--- config.mk ---
export PLATFORM = sky130hd
export DESIGN_NAME = axis_burst_master
export DESIGN_NICKNAME = d
export VERILOG_FILES = /design/src/rtl/axis_burst_pkg.sv /design/src/rtl/burst_buf.sv /design/src/rtl/axis_burst_master.sv
export SDC_FILE = /design/constraint.sdc
export NUM_CORES = 1
export LEC_CHECK = 0
export CAP_MARGIN = 30
export CORE_MARGIN = 2
export CORE_UTILIZATION = 30
export CTS_BUF_LIST = sky130_fd_sc_hd__clkbuf_4
export CTS_CLUSTER_SIZE = 16
export DETAILED_ROUTE_END_ITERATION = 16
export GPL_TIMING_DRIVEN = 0
export MAX_ROUTING_LAYER = met4
export PLACE_DENSITY = 0.52
export SLEW_MARGIN = 20
export SYNTH_ARGS = -nofsm -noshare
export SYNTH_HDL_FRONTEND = slang
export SYNTH_SLANG_ARGS = --single-unit
export TNS_END_PERCENT = 50
--- constraint.sdc ---
create_clock -name clk -period 2.3 [get_ports clk]
set_input_delay 0.69 -clock clk [delete_from_list [all_inputs] [get_ports clk]]
set_output_delay 0.69 -clock clk [all_outputs]
set_load 0.05 [all_outputs]
--- src/rtl/axis_burst_pkg.sv ---
// Shared settings for the AXIS burst master/slave pair so both sides agree on burst length.
package axis_burst_pkg;
    localparam int DATA_WIDTH  = 32;
    localparam int TRANS_WIDTH = 4;
    localparam int TRANS_LENTH = 2 ** TRANS_WIDTH;

    typedef enum logic {
        IDLE = 1'b0,
        SEND = 1'b1
    } state_e;
endpackage

--- src/rtl/burst_buf.sv ---
// Burst payload store: register array cleared on reset, one write port, one combinational read port.
module burst_buf
    import axis_burst_pkg::*;
#(
    parameter int data_width  = DATA_WIDTH,
    parameter int trans_width = TRANS_WIDTH,
    parameter int trans_lenth = TRANS_LENTH
) (
    input  logic                   clk,
    input  logic                   rst,
    input  logic                   wr_en,
    input  logic [trans_width-1:0] wr_addr,
    input  logic [data_width-1:0]  wr_data,
    input  logic [trans_width-1:0] rd_addr,
    output logic [data_width-1:0]  rd_data
);
    logic [trans_lenth-1:0][data_width-1:0] mem_q, mem_d;

    always_comb begin
        mem_d = mem_q;
        if (wr_en) mem_d[wr_addr] = wr_data;
    end

    always_ff @(posedge clk or negedge rst) begin
        if (!rst) mem_q <= '0;
        else      mem_q <= mem_d;
    end

    assign rd_data = mem_q[rd_addr];
endmodule

--- src/rtl/axis_burst_master.sv ---
// Fixed-length AXIS burst source: streams the whole buffer in address order on each en request.
module axis_burst_master
    import axis_burst_pkg::*;
#(
    parameter int data_width  = DATA_WIDTH,
    parameter int trans_width = TRANS_WIDTH,
    parameter int trans_lenth = TRANS_LENTH
) (
    input  logic                   clk,
    input  logic                   rst,
    output logic [data_width-1:0]  m_data,
    output logic                   m_valid,
    input  logic                   m_ready,
    output logic                   m_last,
    input  logic                   en,
    input  logic                   wr_en,
    input  logic [trans_width-1:0] wr_addr,
    input  logic [data_width-1:0]  wr_data,
    output logic                   busy,
    output logic                   done
);
    localparam logic [trans_width-1:0] CNT_LAST = trans_width'(trans_lenth - 1);

    state_e                 state_q, state_d;
    logic [trans_width-1:0] cnt_q, cnt_d;
    logic [data_width-1:0]  data_q, data_d;
    logic                   valid_q, valid_d;
    logic                   last_q, last_d;
    logic                   done_q, done_d;
    logic                   load;
    logic                   buf_wr;
    logic [data_width-1:0]  rd_data;

    // Writes only land while idle and not starting, so each burst sends a coherent snapshot.
    assign buf_wr = wr_en && (state_q == IDLE) && !en;

    burst_buf #(
        .data_width (data_width),
        .trans_width(trans_width),
        .trans_lenth(trans_lenth)
    ) u_buf (
        .clk    (clk),
        .rst    (rst),
        .wr_en  (buf_wr),
        .wr_addr(wr_addr),
        .wr_data(wr_data),
        .rd_addr(cnt_d),
        .rd_data(rd_data)
    );

    always_comb begin
        state_d = state_q;
        cnt_d   = cnt_q;
        valid_d = valid_q;
        last_d  = last_q;
        done_d  = 1'b0;
        load    = 1'b0;
        case (state_q)
            IDLE: begin
                if (en) begin
                    state_d = SEND;
                    cnt_d   = '0;
                    valid_d = 1'b1;
                    load    = 1'b1;
                end
            end
            SEND: begin
                if (valid_q && m_ready) begin
                    if (cnt_q == CNT_LAST) begin
                        state_d = IDLE;
                        cnt_d   = '0;
                        valid_d = 1'b0;
                        last_d  = 1'b0;
                        done_d  = 1'b1;
                    end else begin
                        cnt_d = cnt_q + trans_width'(1);
                        load  = 1'b1;
                    end
                end
            end
            default: state_d = IDLE;
        endcase
        // Covers both the first word and every advance; also handles a one-word burst.
        if (load) last_d = (cnt_d == CNT_LAST);
    end

    always_comb begin
        data_d = data_q;
        if (load) data_d = rd_data;
    end

    always_ff @(posedge clk or negedge rst) begin
        if (!rst) begin
            state_q <= IDLE;
            cnt_q   <= '0;
            data_q  <= '0;
            valid_q <= 1'b0;
            last_q  <= 1'b0;
            done_q  <= 1'b0;
        end else begin
            state_q <= state_d;
            cnt_q   <= cnt_d;
            data_q  <= data_d;
            valid_q <= valid_d;
            last_q  <= last_d;
            done_q  <= done_d;
        end
    end

    assign m_data  = data_q;
    assign m_valid = valid_q;
    assign m_last  = last_q;
    assign busy    = (state_q == SEND);
    assign done    = done_q;
endmodule

==> results.tsv <==
stage	metric	value	unit
clock_network	root_buffer	clkbuf_4	
place	placed_area	0.0279	mm²
layout	most-common-layout-cells	535 x dfrtp_1, 511 x mux2_2, 294 x nand3_1, 242 x clkbuf_4, 149 x o21ai_0	
synth	seq_area_frac_synth	54.2	%
clock_network	clock_sinks	552	
layout	final_common_cell	dfrtp_1	
synth	ys_ff_latch	552	
global_routing	grtUsageTotal	21.1	%
synth	ys_dominant_reg_cell	dfrtp_1	
place	place.gp.congestion	0.867	
pwr	vdd_drop_max	0.578	mV
global_routing	grt_start_max_net_pins	100	
global_routing	grt_antenna_before_repair	3	
synth	synth_enable_flop_cells	0	
critical_path	required	3.16	ns
detailed_routing	drc	0	
sta	fmax	400	MHz
sta	rsz0062_at_grt	true	
pwr	powerDensity	1100	mW/mm²
sta	hold_viol_final	0	
critical_path	start_kind	flop	
floorplanning	dieHeight	296	µm
floorplanning	die_w	296	µm
floorplanning	dieArea	0.0873	mm²
worst_hold_path	hold_path_class	in -> async	
pwr	p_leak	15.5	nW
floorplanning	initial_core_util	30.4	%
clock_network	path_clk_slew	0.07	ns
detailed_routing	vias_per_cell	5.32	
global_routing	grt_overflow_total	0	
sta	setup_ws	-0.202	ns
sta	drv_slew	0	
sta	max_slew_margin	57.6	%
clock_network	cts-buffers-inserted	149	
synth	syn_nets	2192	
layout	fin_nets	2498	
detailed_routing	drtPass1Iterations	5	
global_routing	grt_first_pass_wirelength	133	mm
synth	syn_inst	2150	
layout	drive_gt1_share	49.4	%
detailed_routing	postRouteWirelength	90.5	mm
floorplanning	io_pins	77	
sta	post-route-period-util	109	%
detailed_routing	antenna_left	0	
layout	design_area	0.0333	mm²
clock_network	cts_buffer_depth	3	
global_routing	grt_pass1_vias	21000	
run	cap_viol_max_count	0	
clock_network	cts_tree	yes	
sta	finalSetupViolations	53	
floorplanning	num_rows	106	
clock_network	h-tree-depth	4	
critical_path	critPathCaptureType	flop	
sta	worstMarginPinSlew	0.636	ns
layout	syn2layout_area_growth	30.7	%
sta	fin_crit	2.50	ns
detailed_routing	drt-initial-drc-count	1374	
critical_path	cp_max_fo	7	
critical_path	crit_arrival	3.37	ns
synth	synth_area	0.0255	mm²
sta	skew	0.0586	ns
synth	yosysWarnings	0	
floorplanning	core-area	0.0840	mm²
place	dpl.hpwl	60.3	mm
place	port_buffers	74	
critical_path	path_class	reg -> reg	
clock_network	clock_latency	0.99	ns
detailed_routing	wl_per_cell	24.4	µm
synth	synth.avg_cell_area	11.9	µm²
sta	fin_setup_tns	-3.13	ns
status	violations	negative setup slack	
detailed_routing	vias	19700	
synth	yosysUniqueCellTypes	49	
synth	synthArstFlopShare	100	%
status	outcome	finished, violations left	
-- metal layers --
metal	share of wire [%]	track usage [%]
met5	0	-
met4	3.6	8.94
met3	6.2	4.80
met2	48	33.5
met1	42	25.9
-- stage by stage --
step | util, % | std cells | worst slack (ns) | hold slack, ns | power [mW]
floorplan | - | 2150 | -0.0100 | 0.394 | 16.6
global placement | 33.0 | 3358 | -25.82 | 0.467 | 21.6
detailed placement | 33.2 | 3367 | -2.10 | 0.474 | 21.8
CTS | 38.3 | 3678 | -0.164 | 0.0710 | 34.9
global route | 39.7 | 3704 | -0.225 | 0.117 | 38.1
finish | 39.7 | 3704 | -0.202 | 0.163 | 36.7
-- cell type report --
cell class / instances / area (µm²)
tap: 1134 / 1420
multi-input combinational: 1379 / 12200
fill: 7890 / 50600
inverter: 3 / 23.8
buffer: 209 / 1960
sequential: 552 / 13800
antenna: 3 / 7.51
timing repair buffer: 162 / 1980
clock inverter: 43 / 198
clock buffer: 219 / 1640
-- synthesized netlist by cell type (2+ instances only) --
library cell  instances  area [µm²]
a31o_1               31         272
nand2_1              77         289
nand2b_1              4        25.0
inv_2                 2        7.51
and2_1                2        12.5
nor3_1                3        15.0
nor2_1               11        41.3
buf_2                25         125
a211oi_1             34         255
a21oi_1              64         320
a311oi_1              2        17.5
mux2_1               22         248
dfrtp_1             552       13800
o221ai_1             31         272
nor3b_1               2        15.0
and3_1               38         238
o21ai_1               2        10.0
buf_4                 2        15.0
o31ai_1               2        15.0
a21o_1                2        15.0
nor2b_1               4        25.0
nand3_1             317        1590
o21ai_0             157         786
a2111oi_0            32         280
buf_6                 2        22.5
buf_1                48         180
mux2_2              522        5880
clkbuf_1            139         522
-- state kept, by name, summed over array words and instances (netlist names) --
name	flops
busy	1
cnt_q	4
done	1
m_data	32
m_last	1
m_valid	1
u_buf.mem_q	512
-- report_power, final --
group,leakage [nW],switching [mW],internal (mW)
clock,1.11,4.26,4.46
combinational,6.84,10.4,6.87
sequential,7.58,0.516,10.2
total,15.5,15.2,21.5
-- worst paths after layout --
check / startpoint / to / slack [ns] / cells past startpoint
max in group asynchronous: rst / u_buf.mem_q[369] / 0.53 / 5
max: cnt_q[0] / m_data[25] / -0.20 / 10
min reg2reg: u_buf.mem_q[142] / u_buf.mem_q[142] / 0.49 / 1
max reg2reg: cnt_q[0] / m_data[25] / -0.20 / 10
min in group clk: wr_addr[0] / u_buf.mem_q[383] / 0.47 / 3
min: rst / m_data[2] / 0.16 / 2
-- logic make-up after synthesis --
family | count (synthesis) | share of synthesized area, %
compound gates | 362 | 8.98
xor+xnor | 1 | 0.0344
fa+ha+maj | 1 | 0.0491
buf+inv | 219 | 3.44
flops | 552 | 54.2
mux | 545 | 24.1
simple gates | 470 | 9.24
-- what timing repair did --
| action | CTS | global route |
|---|---|---|
| setup buffers | 44 | 23 |
| hold buffers | 1 | 0 |
| endpoints found under the setup margin | 561 | 435 |
| pin swaps | 80 | 42 |
| endpoints found under the hold margin | 208 | 0 |
| resized for setup | 821 | 245 |
| gates cloned | 7 | 8 |
-- worst max-delay path, stage by stage, from the launching register on --
cell and delay, ns:
dfrtp_2 0.41, ha_4 0.15, and3_4 0.20, nor3_4 0.05, buf_12 0.13, nor2_4 0.16, clkinv_4 0.15, bufbuf_16 0.30
a211oi_2 0.21, a311oi_1 0.08, or4_1 0.53
(Power assumes the default switching activity.)
